<file path="src/rtl/fifo_stream_reader_if.sv">
// Handshake bundle between the stream reader, the FIFO read port and the
// downstream byte consumer.
interface fifo_stream_reader_if #(
    parameter int WIDTH = 8
);
    logic             fifo_empty;
    logic             fifo_rd_en;
    logic [WIDTH-1:0] fifo_dout;
    logic [WIDTH-1:0] data_out;
    logic             data_out_valid;
    logic             data_out_ready;

    modport master (
        input  fifo_empty, fifo_dout, data_out_ready,
        output fifo_rd_en, data_out, data_out_valid
    );

    modport slave (
        output fifo_empty, fifo_dout, data_out_ready,
        input  fifo_rd_en, data_out, data_out_valid
    );
endinterface

</file>
<file path="src/rtl/fifo_stream_reader_skid.sv">
// stream_skid_buffer: 2-entry registered buffer feeding a valid/ready stream.
// Output data and valid come straight from registers.
module stream_skid_buffer #(
    parameter int WIDTH = 8
) (
    input  logic             clk,
    input  logic             rst,
    input  logic             push_i,
    input  logic [WIDTH-1:0] data_i,
    output logic             valid_o,
    input  logic             ready_i,
    output logic [WIDTH-1:0] data_o,
    output logic [1:0]       count_o
);
    localparam int DEPTH = 2;

    logic [DEPTH-1:0][WIDTH-1:0] mem_q;
    logic                        head_q;
    logic [1:0]                  count_q, count_d;
    logic                        tail;
    logic                        pop;

    assign pop     = valid_o && ready_i;
    // With one-bit pointers the tail is the head offset by count mod 2;
    // at count==2 with a pop the freed head slot is the correct write target.
    assign tail    = head_q ^ count_q[0];
    assign count_d = count_q + {1'b0, push_i} - {1'b0, pop};
    assign valid_o = (count_q != 2'd0);
    assign data_o  = mem_q[head_q];
    assign count_o = count_q;

    always_ff @(posedge clk or posedge rst) begin
        if (rst) begin
            mem_q   <= '0;
            head_q  <= 1'b0;
            count_q <= 2'd0;
        end else begin
            if (push_i) mem_q[tail] <= data_i;
            if (pop)    head_q      <= ~head_q;
            count_q <= count_d;
        end
    end
endmodule

</file>
<file path="src/rtl/fifo_stream_reader.sv">
// Drains a synchronous FIFO (data one cycle after rd_en) into a registered
// valid/ready byte stream and counts delivered bytes.
module fifo_stream_reader #(
    parameter int WIDTH     = 8,
    parameter int CNT_WIDTH = 16
) (
    input  logic                  clk,
    input  logic                  rst,
    input  logic                  enable,
    output logic [CNT_WIDTH-1:0]  bytes_sent,
    fifo_stream_reader_if.master  bus
);
    logic                 pending_q;
    logic [CNT_WIDTH-1:0] bytes_sent_q;
    logic [1:0]           count;
    logic                 pop;
    logic [2:0]           credit;

    assign pop    = bus.data_out_valid && bus.data_out_ready;
    // Credits: bytes held plus the byte due next cycle, minus the one leaving now.
    assign credit = {1'b0, count} + {2'b00, pending_q} - {2'b00, pop};
    assign bus.fifo_rd_en = !rst && enable && !bus.fifo_empty && (credit < 3'd2);
    assign bytes_sent = bytes_sent_q;

    always_ff @(posedge clk or posedge rst) begin
        if (rst) begin
            pending_q    <= 1'b0;
            bytes_sent_q <= '0;
        end else begin
            pending_q    <= bus.fifo_rd_en;
            bytes_sent_q <= bytes_sent_q + {{(CNT_WIDTH-1){1'b0}}, pop};
        end
    end

    stream_skid_buffer #(.WIDTH(WIDTH)) u_skid (
        .clk     (clk),
        .rst     (rst),
        .push_i  (pending_q),
        .data_i  (bus.fifo_dout),
        .valid_o (bus.data_out_valid),
        .ready_i (bus.data_out_ready),
        .data_o  (bus.data_out),
        .count_o (count)
    );
endmodule

</file>
<file path="src/flat_wrapper.sv">
// flat-port wrapper written by rule: the top's interface ports become plain ports
module fifo_stream_reader_flat 
#(
    parameter int WIDTH     = 8,
    parameter int CNT_WIDTH = 16
)
  (clk, rst, enable, bytes_sent, bus_fifo_empty, bus_fifo_dout, bus_data_out_ready, bus_fifo_rd_en, bus_data_out, bus_data_out_valid);
  fifo_stream_reader_if #(.WIDTH(WIDTH)) bus_i ();
  input  logic clk;
  input  logic rst;
  input  logic enable;
  output logic [CNT_WIDTH-1:0] bytes_sent;
  input wire logic [$bits(bus_i.fifo_empty)-1:0] bus_fifo_empty;
  input wire logic [$bits(bus_i.fifo_dout)-1:0] bus_fifo_dout;
  input wire logic [$bits(bus_i.data_out_ready)-1:0] bus_data_out_ready;
  output wire logic [$bits(bus_i.fifo_rd_en)-1:0] bus_fifo_rd_en;
  output wire logic [$bits(bus_i.data_out)-1:0] bus_data_out;
  output wire logic [$bits(bus_i.data_out_valid)-1:0] bus_data_out_valid;
  assign bus_i.fifo_empty = bus_fifo_empty;
  assign bus_i.fifo_dout = bus_fifo_dout;
  assign bus_i.data_out_ready = bus_data_out_ready;
  assign bus_fifo_rd_en = bus_i.fifo_rd_en;
  assign bus_data_out = bus_i.data_out;
  assign bus_data_out_valid = bus_i.data_out_valid;
  fifo_stream_reader #(.WIDTH(WIDTH), .CNT_WIDTH(CNT_WIDTH)) u_core (.clk(clk), .rst(rst), .enable(enable), .bytes_sent(bytes_sent), .bus(bus_i));
endmodule
</file>
<file path="config.mk">
export PLATFORM = sky130hd
export DESIGN_NAME = fifo_stream_reader_flat
export DESIGN_NICKNAME = d
export VERILOG_FILES = /design/src/rtl/fifo_stream_reader_if.sv /design/src/rtl/fifo_stream_reader_skid.sv /design/src/rtl/fifo_stream_reader.sv /design/src/flat_wrapper.sv
export SDC_FILE = /design/constraint.sdc
export NUM_CORES = 1
export LEC_CHECK = 0
export BUFFER_PORTS_ARGS = -buffer_cell sky130_fd_sc_hd__buf_2
export CAP_MARGIN = 10
export CORE_ASPECT_RATIO = 1.4
export CORE_UTILIZATION = 40
export CTS_CLUSTER_SIZE = 25
export DETAILED_ROUTE_END_ITERATION = 10
export PLACE_DENSITY_LB_ADDON = 0.1
export SLEW_MARGIN = 20
export SYNTH_ARGS = -nofsm -noshare
export SYNTH_HDL_FRONTEND = slang
export SYNTH_SLANG_ARGS = --single-unit
</file>
<file path="constraint.sdc">
create_clock -name clk -period 4.45 [get_ports clk]
set_clock_uncertainty 0.05 [all_clocks]
set_input_delay 0.445 -clock clk [delete_from_list [all_inputs] [get_ports clk]]
set_output_delay 0.445 -clock clk [all_outputs]
set_load 0.01 [all_outputs]
</file>
# Word level (Yosys, flattened, before mapping)
# Cells that the tools add are included.
[word_totals]
regBits = 36
in_bits = 13
output_inout_bits = 26
word_cells = 30
[op_classes]
n_addsub = 5
n_lt_le_gt_ge = 4
muxes = 5
n_bitwise = 2
reduce_logical = 8
[ops]
columns = ["op", "count"]
rows = [
  ["$mux W8", 3],
  ["$add A16 B1 Y16", 1],
  ["$bwmux W16", 1],
  ["$demux W8 S1", 1],
  ["$logic_and A1 B1 Y1", 5],
  ["$lt A1 B2 Y1 const B", 2],
  ["$add A2 B1 Y3", 1],
  ["$lt A3 B2 Y1 const B", 1],
  ["$sub A3 B1 Y3", 1],
  ["$add A2 B1 Y2", 1],
  ["$logic_not A1 Y1", 2],
  ["$reduce_bool A2 Y1", 1],
  ["$sub A2 B1 Y2", 1],
  ["$ge A1 B1 Y1 const B", 1],
  ["$not A1 Y1", 1],
  ["$xor A1 B1 Y1", 1],
]

# Logic depth before layout (Yosys ltp)
[depth]
word_depth = 6
depth_mapped = 8
mapped_depth_nobuf = 8

# By module
# A second synthesis with hierarchy kept.
[unflattened]
hier_cells = 125
area_unflattened_um2 = 1740.4
[by_module_without_submodules]
columns = ["module", "instances", "cells_each", "area_each_um2", "seq_area_each_um2"]
rows = [
  ["stream_skid_buffer", 1, 59, 895.9, 475.5],
  ["fifo_stream_reader", 1, 66, 844.6, 425.4],
]

# Worst setup path before layout
# No wires, ideal clock.
[synth_timing]
kind = "register to output"
start = "register u_core.u_skid.count_q[0], in the netlist u_core.u_skid.count_o[0]"
end = "output port bus_fifo_rd_en"
t_arrival_ns = 2.157
required_ns = 3.955
path_slack_ns = 1.798
path_stages_with_launch = 9
n_path_buf = 0
path_cell_list = "dfrtp_1 -> or2_2 -> and2_1 -> ha_1 -> inv_1 -> ha_1 -> fa_1 -> nor2_1 -> and4_1"
[synth_via]
elab_chain_cells = 5
elab_cells_between_ends = 6
classes_between = "add/sub (2); order compare (1); reduce/logical (3)"
[synth_lines]
columns = ["element", "line_no", "rtl"]
rows = [
  ["start: declaration", "fifo_stream_reader_skid.sv:19", "logic [1:0] count_q, count_d;"],
  ["start signal: assignment", "fifo_stream_reader_skid.sv:40", "count_q <= count_d;"],
  ["$reduce_bool A2 Y1", "fifo_stream_reader_skid.sv:28", "assign valid_o = (count_q != 2'd0);"],
  ["net bus_data_out_valid", "flat_wrapper.sv:18", "output wire logic [$bits(bus_i.data_out_valid)-1:0] bus_data_out_valid;"],
  ["$logic_and A1 B1 Y1", "fifo_stream_reader.sv:19", "assign pop = bus.data_out_valid && bus.data_out_ready;"],
  ["net u_core.pop", "fifo_stream_reader.sv:16", "logic pop;"],
  ["$sub A3 B1 Y3", "fifo_stream_reader.sv:21", "assign credit = {1'b0, count} + {2'b00, pending_q} - {2'b00, pop};"],
  ["net u_core.credit[1]", "fifo_stream_reader.sv:17", "logic [2:0] credit;"],
  ["$lt A3 B2 Y1", "fifo_stream_reader.sv:22", "assign bus.fifo_rd_en = !rst && enable && !bus.fifo_empty && (credit < 3'd2);"],
  ["$logic_and A1 B1 Y1", "fifo_stream_reader.sv:22", ""],
  ["end: declaration", "flat_wrapper.sv:16", "output wire logic [$bits(bus_i.fifo_rd_en)-1:0] bus_fifo_rd_en;"],
]
# The timed path passes the listed nets, and every way through them passes these cells.

# Worst setup path in the final report
[layout_timing]
start = "register u_core.u_skid.count_q[1], in the netlist u_core.u_skid.count_o[1]"
end = "output port bus_fifo_rd_en"
[layout_via]
elab_chain_cells = 5
elab_cells_between_ends = 6
classes_between = "add/sub (2); order compare (1); reduce/logical (3)"
[layout_lines]
columns = ["element", "line_no"]
rows = [
  ["$reduce_bool A2 Y1", "fifo_stream_reader_skid.sv:28"],
  ["$logic_and A1 B1 Y1", "fifo_stream_reader.sv:19"],
  ["net u_core.pop", "fifo_stream_reader.sv:16"],
  ["$sub A3 B1 Y3", "fifo_stream_reader.sv:21"],
  ["net u_core.credit[1]", "fifo_stream_reader.sv:17"],
  ["$lt A3 B2 Y1", "fifo_stream_reader.sv:22"],
  ["$logic_and A1 B1 Y1", "fifo_stream_reader.sv:22"],
]
# The timed path passes the listed nets, and every way through them passes these cells.

==> results.txt <==
Status - finished, violations left
Violated checks - DRC
Post-cts sizing count - 0
Slew HR - 0.672
Final WL - 2930 µm
Critical path class - reg -> out
Cell area power density - 625 nW/µm²
Core ar. - 3990 µm²
Antenna cells - 0
Netlist cell types - 22
Hold Path Class - in -> async
Crit path required time - 3.95 ns
Pwr Total - 1.25 mW
Clk root buf - clkbuf_8
CP bufs+invs - 2
Worst R2R Start - u_core.u_skid.count_o[1]$_DFF_PP0_
CP Launch Type - flip-flop
VDD IR max - 0.284 mV
CP max-delay cell - fa_1
Max Cap Viol - 0
Final min period - 3.11 ns
Largest net degree at the start of global routing - 38
Horiz. Die Dim - 56.7 µm
Via/cell ratio - 5.04
I/O pins - 39
TritonCTS clock tree - yes
Setup TNS - 0 ns
Syn nets - 140
Num CTS Buffers - 5
Commonest cells after routing, fill and taps aside - 38 x buf_2, 36 x dfrtp_1, 16 x mux2_2
Layout cell share with drive strength beyond 1 - 0.467
Antenna viol nets, final - 0
Number of synthesized register bits - 36
Tightest Pin Transition - 0.493 ns
Crit. End Element - primary output
Post-synthesis sequential area ratio - 0.537
Clk sink count - 36
Clk buf depth - 2
Crit-path cells - or2_2 > and2_1 > ha_1 > inv_1 > ha_1 > fa_1 > nor2_1 > and4_1 > buf_2
Tcrit/Tclk final - 0.699
Max Fclk - 322 MHz
Most common cell after layout, fill and taps aside - buf_2
Critical Path Max Stage Delay - 0.47 ns
Cts hold-fix bufs - 0
Pre-Repair DR Iteration Count - 7
CP Launch Point - u_core.u_skid.count_o[1]$_DFF_PP0_
Cell count after synthesis - 122
Die area - 4460 µm²
CTS clk-pin slew, worst paths - 0.07 ns
Num rows - 27
GP Congestion - 0.733
Post-CTS Setup Repair Bufs - 0
Vias in the first global route - 1097
Fin cells - 210
Area grow syn2layout - 19.0%
Die H - 78.6 µm
Clock Latency Late Sink - 0.28 ns
Leakage power - 1.03 nW
WP depth - 9
First-pass GRT wire length - 5060 µm
Post-route DRC - 6
IO buf count - 38
Initial antenna violation count - 0
Via count - 1059
Crit path DAT - 2.61 ns
Setup-failing EPs final - 0
Endpoints failing hold - 0
H-tree levels - 2
Grt ovf - 0
Placed cells - 202
GRT Overall Usage - 0.150
Final Max Tran Viols - 0
Initial Utilization - 0.421
Worst R2R Path Depth - 8
Nets - 184
Mean Syn Cell Area - 13.8 µm²
Synthesis Warnings - 0
CP top delay family - adder cells
CP most frequent cell - ha_1
WL/cell - 14.0 µm
Initial DRC count - 29
Post-detail-place hpwl - 2100 µm
RSZ-0062 raised after global routing - no
Post-Syn Area - 1680 µm²
Worst-path fanout max - 3
[report_power, final]
group	switching (mW)	total (mW)	internal, mW
Combinational	0.187	0.459	0.272
Clock	0.110	0.236	0.126
Sequential	0.106	0.554	0.448
[synth_stat cells, drive strengths merged]
cell    count  area, µm²
buf         2       22.5
xnor2       6       60.1
and4        1       8.76
nor2        4       15.0
nand2       4       17.5
dfrtp      36        901
nand3       4       20.0
nor3        5       25.0
nand2b      1       13.8
ha          4       50.1
mux2       24        300
or2         1       6.26
nand4       5       43.8
fa          1       20.0
xor2       11       96.3
inv         9       33.8
nor4        3       37.5
and2        1       6.26
[kinds of logic (layout without fill, tap and decap cells)]
logic type,after synthesis,count (layout),share of synthesized area
xor+xnor,17,17,0.0932
flops,36,36,0.537
fa+ha+maj,5,5,0.0418
buf+inv,11,56,0.0336
mux,24,24,0.179
simple gates,29,29,0.116
[through the flow]
stage	area, µm²	hold WS, ns	utilization	setup WS, ns
global route	2000	0.258	0.501	1.16
floorplan	1680	0.425	-	1.80
CTS	2000	0.222	0.501	1.31
global placement	1910	0.404	0.478	1.72
detailed placement	1910	0.406	0.478	1.64
finish	2000	0.201	0.501	1.34
[state kept, by name, indices dropped and copies added, names as in the netlist]
| register | flops |
|---|---|
| u_core.bytes_sent | 16 |
| u_core.u_skid.mem_q | 16 |
| u_core.u_skid.head_q | 1 |
| u_core.pending_q | 1 |
| u_core.u_skid.count_o | 2 |
[path summary, 6_finish.rpt]
path / endpoint / slack, ns
worst max register to register: u_core.pending_q$_DFF_PP0_ / 2.11
worst min register to register: u_core.bytes_sent[15]$_DFF_PP0_ / 0.42
min in group clk: u_core.u_skid.mem_q[14]$_DFFE_PP0P_ / 0.35
worst min-delay path: u_core.bytes_sent[2]$_DFF_PP0_ / 0.20
max in group asynchronous: u_core.u_skid.mem_q[0]$_DFFE_PP0P_ / 3.82
worst max-delay path: bus_fifo_rd_en / 1.34
[cell type report]
type                       instances  area [µm²]
tap                               43        53.8
multi-input combinational         75         721
timing repair buffer              39         198
sequential                        36         901
fill                             377        1990
inverter                           9        33.8
clock buffer                       8        90.1
[metal layers]
metal / up-vias / wire [µm] / GRT usage
met5: - / 0 / 0
met4: 0 / 70 / 0.0732
met3: 7 / 156 / 0.0428
met2: 32 / 1480 / 0.261
met1: 517 / 1220 / 0.166
li1: 503 / - / -
[worst min-delay path, stage by stage]
cell   delay (ns)
buf_2        0.09
inv_1        0.04
buf_4        0.39
No activity file was read; power rests on OpenSTA's default activity.
